===== config.mk =====
export PLATFORM = sky130hd
export DESIGN_NAME = pipelined_carry_skip_adder
export DESIGN_NICKNAME = d
export VERILOG_FILES = /design/src/rtl/pipelined_carry_skip_adder.sv
export SDC_FILE = /design/constraint.sdc
export NUM_CORES = 1
export LEC_CHECK = 0
export BUFFER_PORTS_ARGS = -buffer_cell sky130_fd_sc_hd__buf_4
export CORE_UTILIZATION = 25
export DETAILED_ROUTE_END_ITERATION = 16
export HOLD_SLACK_MARGIN = 0.05
export PLACE_DENSITY = 0.52
export SYNTH_ARGS = -nofsm -noshare
export SYNTH_HDL_FRONTEND = slang
export SYNTH_SLANG_ARGS = --single-unit

===== constraint.sdc =====
create_clock -name clk -period 3.7 [get_ports clk]
set_input_delay 0.555 -clock clk [delete_from_list [all_inputs] [get_ports clk]]
set_output_delay 0.555 -clock clk [all_outputs]
set_load 0.05 [all_outputs]

===== src/rtl/pipelined_carry_skip_adder.sv =====
// rtl/pipelined_carry_skip_adder.sv - carry-skip adder/subtractor, one pipeline stage per block
// Block k resolves its sum bits and carry-out in stage k; operands travel alongside.
module pipelined_carry_skip_adder #(
  parameter int WIDTH = 16,
  parameter int BLOCK = 4,
  localparam int STAGES = WIDTH / BLOCK
) (
  input  logic              clk,
  input  logic              rst_n,
  input  logic              in_valid,
  output logic              in_ready,
  input  logic [WIDTH-1:0]  a,
  input  logic [WIDTH-1:0]  b,
  input  logic              c_in,
  input  logic              sub,
  output logic              out_valid,
  input  logic              out_ready,
  output logic [WIDTH-1:0]  sum,
  output logic              c_out,
  output logic              ovf,
  output logic [STAGES-1:0] skip_mask
);

  if ((BLOCK < 1) || (BLOCK > WIDTH) || ((WIDTH % BLOCK) != 0)) begin : g_param_check
    $error("WIDTH must be a non-zero integer multiple of BLOCK");
  end

  logic              adv;
  logic [WIDTH-1:0]  a_q [STAGES];
  logic [WIDTH-1:0]  b_q [STAGES];
  logic [WIDTH-1:0]  s_q [STAGES];
  logic [STAGES-1:0] m_q [STAGES];
  logic [STAGES-1:0] c_q;
  logic [STAGES-1:0] v_q;
  logic              msb_carry_q;

  // A stalled output freezes every stage, so bubbles and data never slip past each other.
  assign adv      = !out_valid || out_ready;
  assign in_ready = adv;

  for (genvar k = 0; k < STAGES; k++) begin : g_stage
    logic [WIDTH-1:0]  a_i, b_i, s_i, s_o;
    logic [STAGES-1:0] m_i, m_o;
    logic              c_i, v_i, blk_p, c_o;
    logic [BLOCK:0]    rc;
    logic [BLOCK-1:0]  p, s_blk;

    if (k == 0) begin : g_head
      assign a_i = a;
      assign b_i = sub ? ~b : b;
      assign c_i = sub | c_in;
      assign s_i = '0;
      assign m_i = '0;
      assign v_i = in_valid;
    end else begin : g_body
      assign a_i = a_q[k-1];
      assign b_i = b_q[k-1];
      assign c_i = c_q[k-1];
      assign s_i = s_q[k-1];
      assign m_i = m_q[k-1];
      assign v_i = v_q[k-1];
    end

    always_comb begin
      rc    = '0;
      p     = '0;
      s_blk = '0;
      rc[0] = c_i;
      for (int i = 0; i < BLOCK; i++) begin
        p[i]     = a_i[k*BLOCK+i] ^ b_i[k*BLOCK+i];
        s_blk[i] = p[i] ^ rc[i];
        rc[i+1]  = (a_i[k*BLOCK+i] & b_i[k*BLOCK+i]) | (p[i] & rc[i]);
      end
    end

    // Full-propagate blocks forward their carry-in directly instead of the ripple result.
    assign blk_p = &p;
    assign c_o   = blk_p ? c_i : rc[BLOCK];
    assign s_o   = s_i | (WIDTH'(s_blk) << (k*BLOCK));
    assign m_o   = m_i | (STAGES'(blk_p) << k);

    always_ff @(posedge clk or negedge rst_n) begin
      if (!rst_n) begin
        v_q[k] <= 1'b0;
        a_q[k] <= '0;
        b_q[k] <= '0;
        s_q[k] <= '0;
        c_q[k] <= 1'b0;
        m_q[k] <= '0;
      end else if (adv) begin
        v_q[k] <= v_i;
        a_q[k] <= a_i;
        b_q[k] <= b_i;
        s_q[k] <= s_o;
        c_q[k] <= c_o;
        m_q[k] <= m_o;
      end
    end

    if (k == STAGES-1) begin : g_tail
      always_ff @(posedge clk or negedge rst_n) begin
        if (!rst_n)   msb_carry_q <= 1'b0;
        else if (adv) msb_carry_q <= rc[BLOCK-1];
      end
    end
  end

  assign out_valid = v_q[STAGES-1];
  assign sum       = s_q[STAGES-1];
  assign c_out     = c_q[STAGES-1];
  assign ovf       = msb_carry_q ^ c_q[STAGES-1];
  assign skip_mask = m_q[STAGES-1];

endmodule


==> flow_summary.rst <==
.. list-table::
   :header-rows: 1

   * - Metric
     - Value
   * - Result of the run
     - finished, final reports clean
   * - Via count of the first global-routing pass
     - 3,393
   * - Via count
     - 3,242
   * - Antenna Violating Nets Remaining
     - 0
   * - Count of maximum capacitance violations
     - 0
   * - Number of instances in the synthesized netlist
     - 500
   * - Clk sinks
     - ~110
   * - Post-route clock period utilization
     - 68.1%
   * - Final Wtd Congestion
     - 0.799
   * - Area delta synth->final
     - 19.5%
   * - Element type at the critical path start
     - input pin
   * - H-tree Lvls
     - 3
   * - Final-layout worst hold slack
     - ~0.32 ns
   * - Combinational power share
     - 39.3%
   * - Final wirelength
     - 9.54 mm
   * - Reg power frac
     - 40.8%
   * - Sw frac
     - 41.0%
   * - Commonest non-fill, non-tap cells in the layout
     - 229 x sky130_fd_sc_hd__nand2_1, 107 x sky130_fd_sc_hd__dfrtp_1, 67 x sky130_fd_sc_hd__buf_4
   * - Post-CTS Resized
     - 0
   * - CORE AREA
     - 18,800 µm²
   * - Average cell area after synthesis
     - between 9 and 10 µm²
   * - Estimated wirelength of the detail-placed design
     - 6.60 mm
   * - Synthesized cell area
     - roughly 4800 µm²
   * - Clock transition at the registers of the reported paths
     - approximately 0.070 ns
   * - CTS tree
     - done
   * - Type of the setup path with the least slack
     - in -> reg
   * - Seq/Total Area, Yosys
     - 55.8%
   * - Worst clock skew on the final layout
     - 0.00752 ns
   * - Crit path max fanout
     - 17
   * - Number of buffers inserted by hold repair at cts
     - 0
   * - Vias per std cell
     - around 4
   * - Number of CTS-inserted buffers
     - 9
   * - Yosys top cell by area
     - sky130_fd_sc_hd__dfrtp_1
   * - Nets in the synthesized netlist
     - 570
   * - Pin count of the biggest net entering global routing
     - 101
   * - Antenna violations before repair
     - 0
   * - Flops & latches, synth
     - 107
   * - DR WL/cell
     - between 10 and 15 µm
   * - Std-Cell Rows
     - 50
   * - RSZ-0062 raised after global routing
     - no
   * - All-Layer GR Usage
     - a little over a tenth
   * - Final setup vio count
     - 0
   * - Internal
     - 0.00286 W
   * - Peak supply drop
     - 289 µV
   * - Final worst slack
     - roughly 1.2 ns
   * - F_max
     - 0.397 GHz
   * - Wire length of the first global-routing pass
     - about 17 mm
   * - Synth top area share
     - 55.8%
   * - DIE HEIGHT
     - 141 µm
   * - Relative slew slack
     - 34.9%
   * - Power density relative to cell area
     - 845 nW/µm²
   * - Transition time at the pin with the least slew margin
     - 0.976 ns
   * - Reported net switching power
     - between 0.0015 and 0.002 W
   * - Crit path required time
     - 3.94 ns
   * - Number of DRC markers after the initial detailed-route iteration
     - 121
   * - Most common cell after layout, fill and taps aside
     - sky130_fd_sc_hd__nand2_1
   * - Tightest Hold Check Type
     - in -> async
   * - Hold Vio Cnt, Final
     - 0
   * - Min cycle time layout
     - 2.52 ns
   * - Insertion delay to the later sink of the worst-skew pair
     - between 0.3 and 0.4 ns
   * - Starting Density
     - 25.6%
   * - Netlist cell types
     - 27
   * - Count of input and output buffers
     - 61
   * - Arrival time at the worst endpoint
     - 2.76 ns
   * - Warnings from Yosys
     - 0
   * - Boundary Pins
     - 62
   * - Die width
     - 141 µm
   * - Setup slack at placement
     - 0.789 ns
   * - Lkg Pwr
     - 2.94 nW
   * - Root Buffer
     - sky130_fd_sc_hd__clkbuf_16
   * - Post-layout net count
     - 623
   * - Nature of the critical path endpoint
     - flop
   * - CTS max path bufs
     - 2
   * - Overflow left after global routing
     - 0
   * - Number of DRC violations after detailed routing
     - 0
   * - Overall die area
     - 19,800 µm²
   * - Count of antenna diodes in the layout
     - 0
   * - Share of power burned in the clock network
     - 19.8%
   * - Cells taking the most area after synthesis
     - sky130_fd_sc_hd__dfrtp_1 56%, sky130_fd_sc_hd__nand2_1 18%, sky130_fd_sc_hd__fa_1 6.7%, sky130_fd_sc_hd__ha_1 4.2%, sky130_fd_sc_hd__o21ai_0 2.6%
   * - Count of pins over their slew limit
     - 0
   * - Post-CTS setup-driven buffer insertion count
     - 0
   * - Final TNS setup
     - 0 ns
   * - Fraction of layout cells with a size suffix above 1
     - 15.3%
   * - Number of iterations in the first detailed-routing pass
     - 6
==> cells by family (layout without fill, tap and decap cells) <==
| kind of cell | count (synthesis) | count (layout) | synth area share (%) |
|---|---|---|---|
| AOI/OAI and AO/OA | 39 | 39 | 4.48 |
| xor gates and xnor gates | 17 | 17 | 3.10 |
| adders and majority gates | 32 | 32 | 10.8 |
| buffers and inverters | 54 | 111 | 5.45 |
| DFF | 107 | 107 | 55.8 |
| and+or+nand+nor | 251 | 251 | 20.3 |
==> critical path, stage by stage <==
cell                      delay (ns)
sky130_fd_sc_hd__buf_4          0.27
sky130_fd_sc_hd__xor2_1         0.31
sky130_fd_sc_hd__fa_1           0.23
sky130_fd_sc_hd__inv_1          0.05
sky130_fd_sc_hd__fa_1           0.37
sky130_fd_sc_hd__fa_1           0.38
sky130_fd_sc_hd__inv_1          0.08
sky130_fd_sc_hd__fa_1           0.40
sky130_fd_sc_hd__nand2_1        0.06
sky130_fd_sc_hd__nand2_1        0.05
==> metrics by stage <==
stage / instances / utilization [%] / area (µm²) / power, W
floorplan: 500 / - / 4800 / 0.00336
global placement: 776 / 29.0 / 5440 / 0.00388
detailed placement: 776 / 29.0 / 5440 / 0.00395
CTS: 791 / 30.5 / 5730 / 0.00494
global route: 791 / 30.5 / 5730 / 0.00529
finish: 791 / 30.5 / 5730 / 0.00484
==> final cells by class <==
cell class | count | area, µm²
fill | 1985 | 13000
inverter | 29 | 110
clock inverter | 5 | 61.3
multi-input combinational | 339 | 1860
clock buffer | 10 | 229
tap | 234 | 293
timing repair buffer | 67 | 503
sequential | 107 | 2680
==> power groups by stage <==
stage	Clock, W	Sequential [W]	Combinational [W]
after global routing	0.00105	0.00205	0.00219
final	0.000961	0.00198	0.00191
after floorplan	0	0.00233	0.00104
after detailed placement	0	0.00201	0.00194
after CTS	0.000994	0.00199	0.00195
after global placement	0	0.00199	0.00189
==> metal layers <==
layer	up-vias	global-route usage (%)	share of wire (%)
li1	1630	-	-
met4	0	5.78	2.2
met5	-	0	0
met3	14	2.84	3.9
met2	43	16.6	45
met1	1555	14.0	49
==> Yosys cell counts, drive strengths merged <==
cell type and number:
o221ai 1, nor2 10, o21ai 26, nor3 2, a211oi 1, xnor2 10, nand3 2, fa 16
o311ai 1, or2 1, buf 24, a21oi 9, ha 16, nand2 229, nor2b 1, dfrtp 107
nand4 4, xor2 7, a311oi 1, nand2b 1, and3 1, inv 29, clkbuf 1
==> flip-flops by register name (all words and copies together), names as in the netlist <==
signal       count
skip_mask        4
g_stage.s_i     24
out_valid        1
c_out            1
sum             16
g_stage.a_i     24
g_stage.c_i      3
g_stage.m_i      6
g_stage.v_i      3
msb_carry_q      1
g_stage.b_i     24
==> final timing paths <==
path / from / to / slack [ns] / cells past startpoint
worst max register to register: g_stage[3].a_i[12] / sum[15] / 1.47 / 10
worst max-delay path: sub / g_stage[1].s_i[3] / 1.18 / 10
max in group asynchronous: rst_n / g_stage[1].s_i[1] / 2.56 / 2
worst min-delay path: rst_n / sum[13] / 0.32 / 1
min in group clk: a[12] / g_stage[1].a_i[12] / 0.39 / 3
worst min register to register: g_stage[3].v_i / g_stage[3].v_i / 0.46 / 2
No activity file was read; power rests on OpenSTA's default activity.
